==> config.mk <==
export PLATFORM = sky130hd
export DESIGN_NAME = seg7_scan_driver
export DESIGN_NICKNAME = d
export VERILOG_FILES = /design/src/rtl/seg7_scan_driver.sv
export SDC_FILE = /design/constraint.sdc
export NUM_CORES = 1
export LEC_CHECK = 0
export CAP_MARGIN = 20
export CORE_ASPECT_RATIO = 1.5
export CORE_MARGIN = 3
export CORE_UTILIZATION = 37
export CTS_BUF_LIST = sky130_fd_sc_hd__clkbuf_8
export CTS_CLUSTER_SIZE = 20
export DETAILED_ROUTE_END_ITERATION = 8
export PLACE_DENSITY = 0.62
export SETUP_SLACK_MARGIN = 0.1
export SYNTH_ARGS = -nofsm -noshare
export SYNTH_HDL_FRONTEND = slang
export SYNTH_SLANG_ARGS = --single-unit
==> constraint.sdc <==
create_clock -name clk -period 3.7 [get_ports clk]
set_input_delay 0.555 -clock clk [delete_from_list [all_inputs] [get_ports clk]]
set_output_delay 0.555 -clock clk [all_outputs]
set_load 0.01 [all_outputs]
==> src/rtl/seg7_scan_driver.sv <==
// Six-digit multiplexed 7-segment driver: per-frame digit snapshot, anode ghost-guard and one decimal point.
// Optional blinking is compiled in when the macro DISP_BLINK_EN is defined.
module seg7_scan_driver #(
    parameter int REFRESH_DIV    = 50000,
    parameter int GUARD          = 16,
    parameter int DP_DIGIT       = 2,
    parameter int SEG_ACTIVE_LOW = 1,
    parameter int AN_ACTIVE_LOW  = 1,
    parameter int BLINK_FRAMES   = 64
) (
    input  logic       clk,
    input  logic       rst_n,
    input  logic [3:0] req_digit0,
    input  logic [3:0] req_digit1,
    input  logic [3:0] req_digit2,
    input  logic [3:0] req_digit3,
    input  logic [3:0] req_digit4,
    input  logic [3:0] req_digit5,
    input  logic       dp_en,
    input  logic       blink,
    output logic [6:0] seg,
    output logic       dp,
    output logic [5:0] an,
    output logic       frame_tick
);

    localparam int              CW        = (REFRESH_DIV > 2) ? $clog2(REFRESH_DIV) : 1;
    localparam logic [CW-1:0]   CNT_LAST  = CW'(REFRESH_DIV - 1);
    localparam logic [CW-1:0]   GUARD_CNT = CW'(GUARD);
    localparam logic [2:0]      DP_SLOT   = 3'(DP_DIGIT);

    generate
        if (REFRESH_DIV < GUARD + 2) begin : g_param_check
            $error("seg7_scan_driver: REFRESH_DIV must be at least GUARD+2");
        end
    endgenerate

    logic [CW-1:0] r_cnt;
    logic [2:0]    r_slot;
    logic [3:0]    r_shadow [6];
    logic          r_shadow_dp;
    logic          r_shadow_blink;
    logic          r_load_pend;
    logic          r_frame_tick;
    logic [5:0]    r_an;
    logic [6:0]    r_seg;
    logic          r_dp;

    logic [3:0]    w_req [6];
    logic          w_slot_end;
    logic          w_snap;
    logic          w_guard_done;
    logic          w_phase_on;
    logic          w_visible;
    logic [5:0]    w_an_int;
    logic [6:0]    w_seg_int;
    logic          w_dp_int;

    assign w_req[0] = req_digit0;
    assign w_req[1] = req_digit1;
    assign w_req[2] = req_digit2;
    assign w_req[3] = req_digit3;
    assign w_req[4] = req_digit4;
    assign w_req[5] = req_digit5;

    function automatic logic [6:0] decode(input logic [3:0] code);
        logic [6:0] g;
        case (code)
            4'h0: g = 7'h3F;
            4'h1: g = 7'h06;
            4'h2: g = 7'h5B;
            4'h3: g = 7'h4F;
            4'h4: g = 7'h66;
            4'h5: g = 7'h6D;
            4'h6: g = 7'h7D;
            4'h7: g = 7'h07;
            4'h8: g = 7'h7F;
            4'h9: g = 7'h6F;
            4'hA: g = 7'h77;
            4'hB: g = 7'h7C;
            4'hC: g = 7'h39;
            4'hD: g = 7'h5E;
            4'hE: g = 7'h79;
            default: g = 7'h00;  // code F is the blank glyph
        endcase
        return g;
    endfunction

    assign w_slot_end   = (r_cnt == CNT_LAST);
    // load_pend forces a capture on the first cycle out of reset so the display never waits a full frame.
    assign w_snap       = (w_slot_end && (r_slot == 3'd5)) || r_load_pend;
    assign w_guard_done = (r_cnt >= GUARD_CNT);

    always_ff @(posedge clk or negedge rst_n) begin
        if (!rst_n) begin
            r_cnt  <= '0;
            r_slot <= 3'd0;
        end else if (w_slot_end) begin
            r_cnt  <= '0;
            r_slot <= (r_slot == 3'd5) ? 3'd0 : r_slot + 3'd1;
        end else begin
            r_cnt  <= r_cnt + 1'b1;
        end
    end

    always_ff @(posedge clk or negedge rst_n) begin
        if (!rst_n) begin
            for (int i = 0; i < 6; i++) begin
                r_shadow[i] <= 4'hF;
            end
            r_shadow_dp    <= 1'b0;
            r_shadow_blink <= 1'b0;
            r_load_pend    <= 1'b1;
            r_frame_tick   <= 1'b0;
        end else begin
            r_frame_tick <= w_snap;
            if (w_snap) begin
                for (int i = 0; i < 6; i++) begin
                    r_shadow[i] <= w_req[i];
                end
                r_shadow_dp    <= dp_en;
                r_shadow_blink <= blink;
                r_load_pend    <= 1'b0;
            end
        end
    end

`ifdef DISP_BLINK_EN
    // Counts snapshots within the current blink half-period; the snapshot that toggles the
    // phase is the first frame of the new half-period, hence the reload to 1.
    localparam int FW = $clog2(BLINK_FRAMES + 1);

    logic [FW-1:0] r_frame_cnt;
    logic          r_phase_on;

    always_ff @(posedge clk or negedge rst_n) begin
        if (!rst_n) begin
            r_frame_cnt <= '0;
            r_phase_on  <= 1'b1;
        end else if (w_snap) begin
            if (r_frame_cnt == FW'(BLINK_FRAMES)) begin
                r_frame_cnt <= FW'(1);
                r_phase_on  <= ~r_phase_on;
            end else begin
                r_frame_cnt <= r_frame_cnt + 1'b1;
            end
        end
    end

    assign w_phase_on = r_phase_on;
`else
    assign w_phase_on = 1'b1;
`endif

    assign w_visible = w_guard_done && (w_phase_on || !r_shadow_blink);
    assign w_an_int  = w_visible ? (6'b000001 << r_slot) : 6'b000000;
    assign w_seg_int = decode(r_shadow[r_slot]);
    assign w_dp_int  = r_shadow_dp && (r_slot == DP_SLOT) && w_visible;

    always_ff @(posedge clk or negedge rst_n) begin
        if (!rst_n) begin
            r_an  <= 6'b000000;
            r_seg <= 7'b0000000;
            r_dp  <= 1'b0;
        end else begin
            r_an  <= w_an_int;
            r_seg <= w_seg_int;
            r_dp  <= w_dp_int;
        end
    end

    // Pin polarity is applied after the registers so the reset state is always "everything dark".
    assign an         = (AN_ACTIVE_LOW != 0)  ? ~r_an  : r_an;
    assign seg        = (SEG_ACTIVE_LOW != 0) ? ~r_seg : r_seg;
    assign dp         = (SEG_ACTIVE_LOW != 0) ? ~r_dp  : r_dp;
    assign frame_tick = r_frame_tick;

endmodule
==> results.tsv <==
metric	value	unit
drive_above_1_share	27.12	%
worstSetupEndpointType	flop	
cts_buffers	9	
grt-busiest-layer	met2	
hold_path.class	in2async	
cts_buffer_depth	2	
yosysWarnings	0	
finalSetupViolCount	0	
syn_inst	243	
initial_utilization	38.12	%
rr_startpoint	r_slot[0]$_DFFE_PN0N_	
antenna_left	0	
ys_ff_latch	60	
drv_slew	0	
p_per_area	408.0	mW/mm2
vias	1925	
slowest_stage	mux4_1	
wire_per_inst	13.63	um
first_pass_iters	4	
critPathLaunch	r_slot[0]$_DFFE_PN0N_	
use_met3	3.213	%
path_buf_inv	1	
rows	39	
grt_max_degree	61	
hold_buffers	0	
crit_cells	7	
flow.area_growth_from_synthesis	23.65	%
endpoint	r_seg[0]$_DFF_PN0_	
r2r_setup_slack	1240	ps
drtIter0Drc	56	
critPathArrivalTime	2690	ps
antenna_cells	0	
seq_area	0.001533	mm2
grt_overflow_total	0	
rsz0062_at_grt	false	
nNetsFinal	328	
nFillCells	723	
worstSkewPairLatency	340	ps
avgSynthCellArea	12.02	um2
clock.fmax	406.7	MHz
die_width	78.54	um
grt_pass1_wl	9232	um
synthDistinctLibCells	40	
dp_cells	381	
skew	9.098	ps
synthesis.area	0.002920	mm2
p_leak	0.001557	uW
met1_usage	14.47	%
die_h	114.8	um
stdcell_count	397	
tightest_slew	956.1	ps
first_global_vias	2012	
crit_chain	mux4_1 > a21oi_1 > inv_1 > ha_1 > nor2_1 > mux2i_1 > mux2_2	
totalNegativeSetupSlack	0	ps
cts_resized	0	
dieArea	0.009017	mm2
r2r.worst_path.cells	7	
report.final.hold_viol_count	0	
cp_max_fo	6	
synth_nets	281	
start_kind	flop	
max_cap_violations	0	
fin_crit_sh	66.46	%
dp_hpwl	3889	um
multi_input_comb_area	0.001252	mm2
critPathKind	reg2reg	
grt_use_met2	23.71	%
h-tree-depth	3	
port_buffers	41	
required	3930	ps
cp_top_family	multiplexers	
cts_root_buf	clkbuf_8	
min_period	2459	ps
reg2reg_to	r_seg[0]$_DFF_PN0_	
io_pins	43	
routed_wl	5412	um
antenna_found_initial	0	
grt_usage	13.40	%
max_stage_delay	570	ps
slew_headroom	36.05	%
globalplace.congestion	0.8547	
status	complete, no violations	
postCtsSetupBuffers	0	
peakVddDrop	0.2419	mV
ys_seq_area_share	52.49	%
via_per_inst	4.849	
clkSlewWorstSetupHoldPaths	70	ps
core	0.007661	mm2
clock_sinks	60	
cts_tree	done	
drc	0	
==> layer usage <==
layer	vias to the layer above	wire, um
li1	922	-
met1	951	2155
met2	39	2907
met4	0	155
met5	-	0
met3	13	193
==> area by class of cell <==
| class | count | share of cell area, % |
|---|---|---|
| Multi-Input combinational cell | 152 | 34.68 |
| Clock buffer | 12 | 4.574 |
| Timing Repair Buffer | 43 | 11.64 |
| Sequential cell | 60 | 42.45 |
| Inverter | 24 | 2.495 |
| Clock inverter | 4 | 0.6237 |
| Tap cell | 102 | 3.534 |
==> how the worst min path moves through the flow <==
stage	endpoint	depth (start not counted)	slack, ps	startpoint
final	r_seg[0]$_DFF_PN0_	2	350	rst_n
after global routing	r_an[4]$_DFF_PN0_	2	430	rst_n
after CTS	r_seg[0]$_DFF_PN0_	2	380	rst_n
after detailed placement	r_dp$_DFF_PN0_	1	470	r_shadow_dp$_DFFE_PN0P_
after global placement	r_dp$_DFF_PN0_	1	460	r_shadow_dp$_DFFE_PN0P_
after floorplan	frame_tick$_DFF_PN0_	0	260	rst_n
==> sequential cells by signal (all words and copies together), names as in the netlist <==
signal	flops
r_shadow	24
r_cnt	16
r_seg	7
r_an	6
r_slot	3
frame_tick	1
r_dp	1
r_load_pend	1
r_shadow_dp	1
==> cell families (layout without fill, tap and decap cells) <==
group | count (synthesis) | after routing | share of synthesized area (%)
simple gates | 67 | 67 | 12.04
flops | 60 | 60 | 52.49
mux | 44 | 44 | 17.91
buf+inv | 31 | 83 | 4.627
compound gates | 16 | 16 | 4.328
xor+xnor | 14 | 14 | 4.199
fa+ha+maj | 10 | 10 | 4.284
other cells | 1 | 1 | 0.1284
==> cell usage in the layout (no fill, tap or decap), types with 2 or more instances in the layout <==
master,instances
clkinv_2,3
nand4_1,2
or3_1,2
nor4_1,4
a21oi_1,4
mux2_2,30
clkdlybuf4s50_1,40
mux4_1,2
and2_1,3
a22oi_1,2
nor2_1,18
mux2i_1,11
or4_1,3
nand3_1,7
and3_1,3
dfstp_2,25
xor2_1,7
ha_1,10
nor2b_1,3
o211ai_1,2
inv_1,24
xnor2_1,7
nor3_1,7
clkbuf_8,12
buf_4,2
dfrtp_1,35
nand2_1,8
nand2b_1,3
o21ai_0,2
==> synth_stat cells <==
cell type  count  share of area [%]
or4_4          1               0.39
a22o_1         1               0.30
nand2b_1       3               0.64
nor4_1         4               0.86
or2_2          1               0.21
mux4_2         1               0.77
buf_2          3               0.51
nand4_1        2               0.43
or3_1          2               0.43
dfstp_2       25                 22
and2_1         3               0.64
a2bb2oi_1      1               0.30
buf_6          2               0.77
o211ai_1       2               0.51
and3_1         3               0.64
nor3_1         7                1.2
nor2_2         1               0.21
or4_1          3               0.77
nor2b_1        3               0.64
mux2i_1       11                3.8
dfrtp_1       35                 30
nand3_1        7                1.2
a31oi_1        1               0.21
o221ai_1       1               0.30
o22ai_1        1               0.21
o21ai_0        2               0.34
inv_1         24                3.1
nor2_1        18                2.3
nor4_2         1               0.43
a22oi_1        2               0.51
clkbuf_1       2               0.26
a21oi_1        4               0.69
conb_1         1               0.13
nand2_1        8                1.0
mux4_1         2                1.8
xnor2_1        7                2.1
xor2_1         7                2.1
mux2_2        30                 12
a41oi_4        1               0.94
ha_1          10                4.3
==> metrics by stage <==
step	power (uW)	util, %	hold slack (ps)	setup slack, ps	cell area, um2
after detailed placement	941.9	44.68	469.7	1259	3423
after floorplan	850.4	-	259.4	1462	2920
final	1473	47.13	348.1	1241	3611
after global placement	936.4	44.68	457.2	1277	3423
after CTS	1496	47.13	380.8	1241	3611
after global routing	1547	47.13	425.8	1095	3611
==> power by group <==
part,leakage (uW),switching [uW],internal [uW]
clock network,0.0000982,252,294
logic,0.000753,82.3,110
registers,0.000706,16.2,719
total,0.00156,351,1120
No activity file was read; power rests on OpenSTA's default activity.
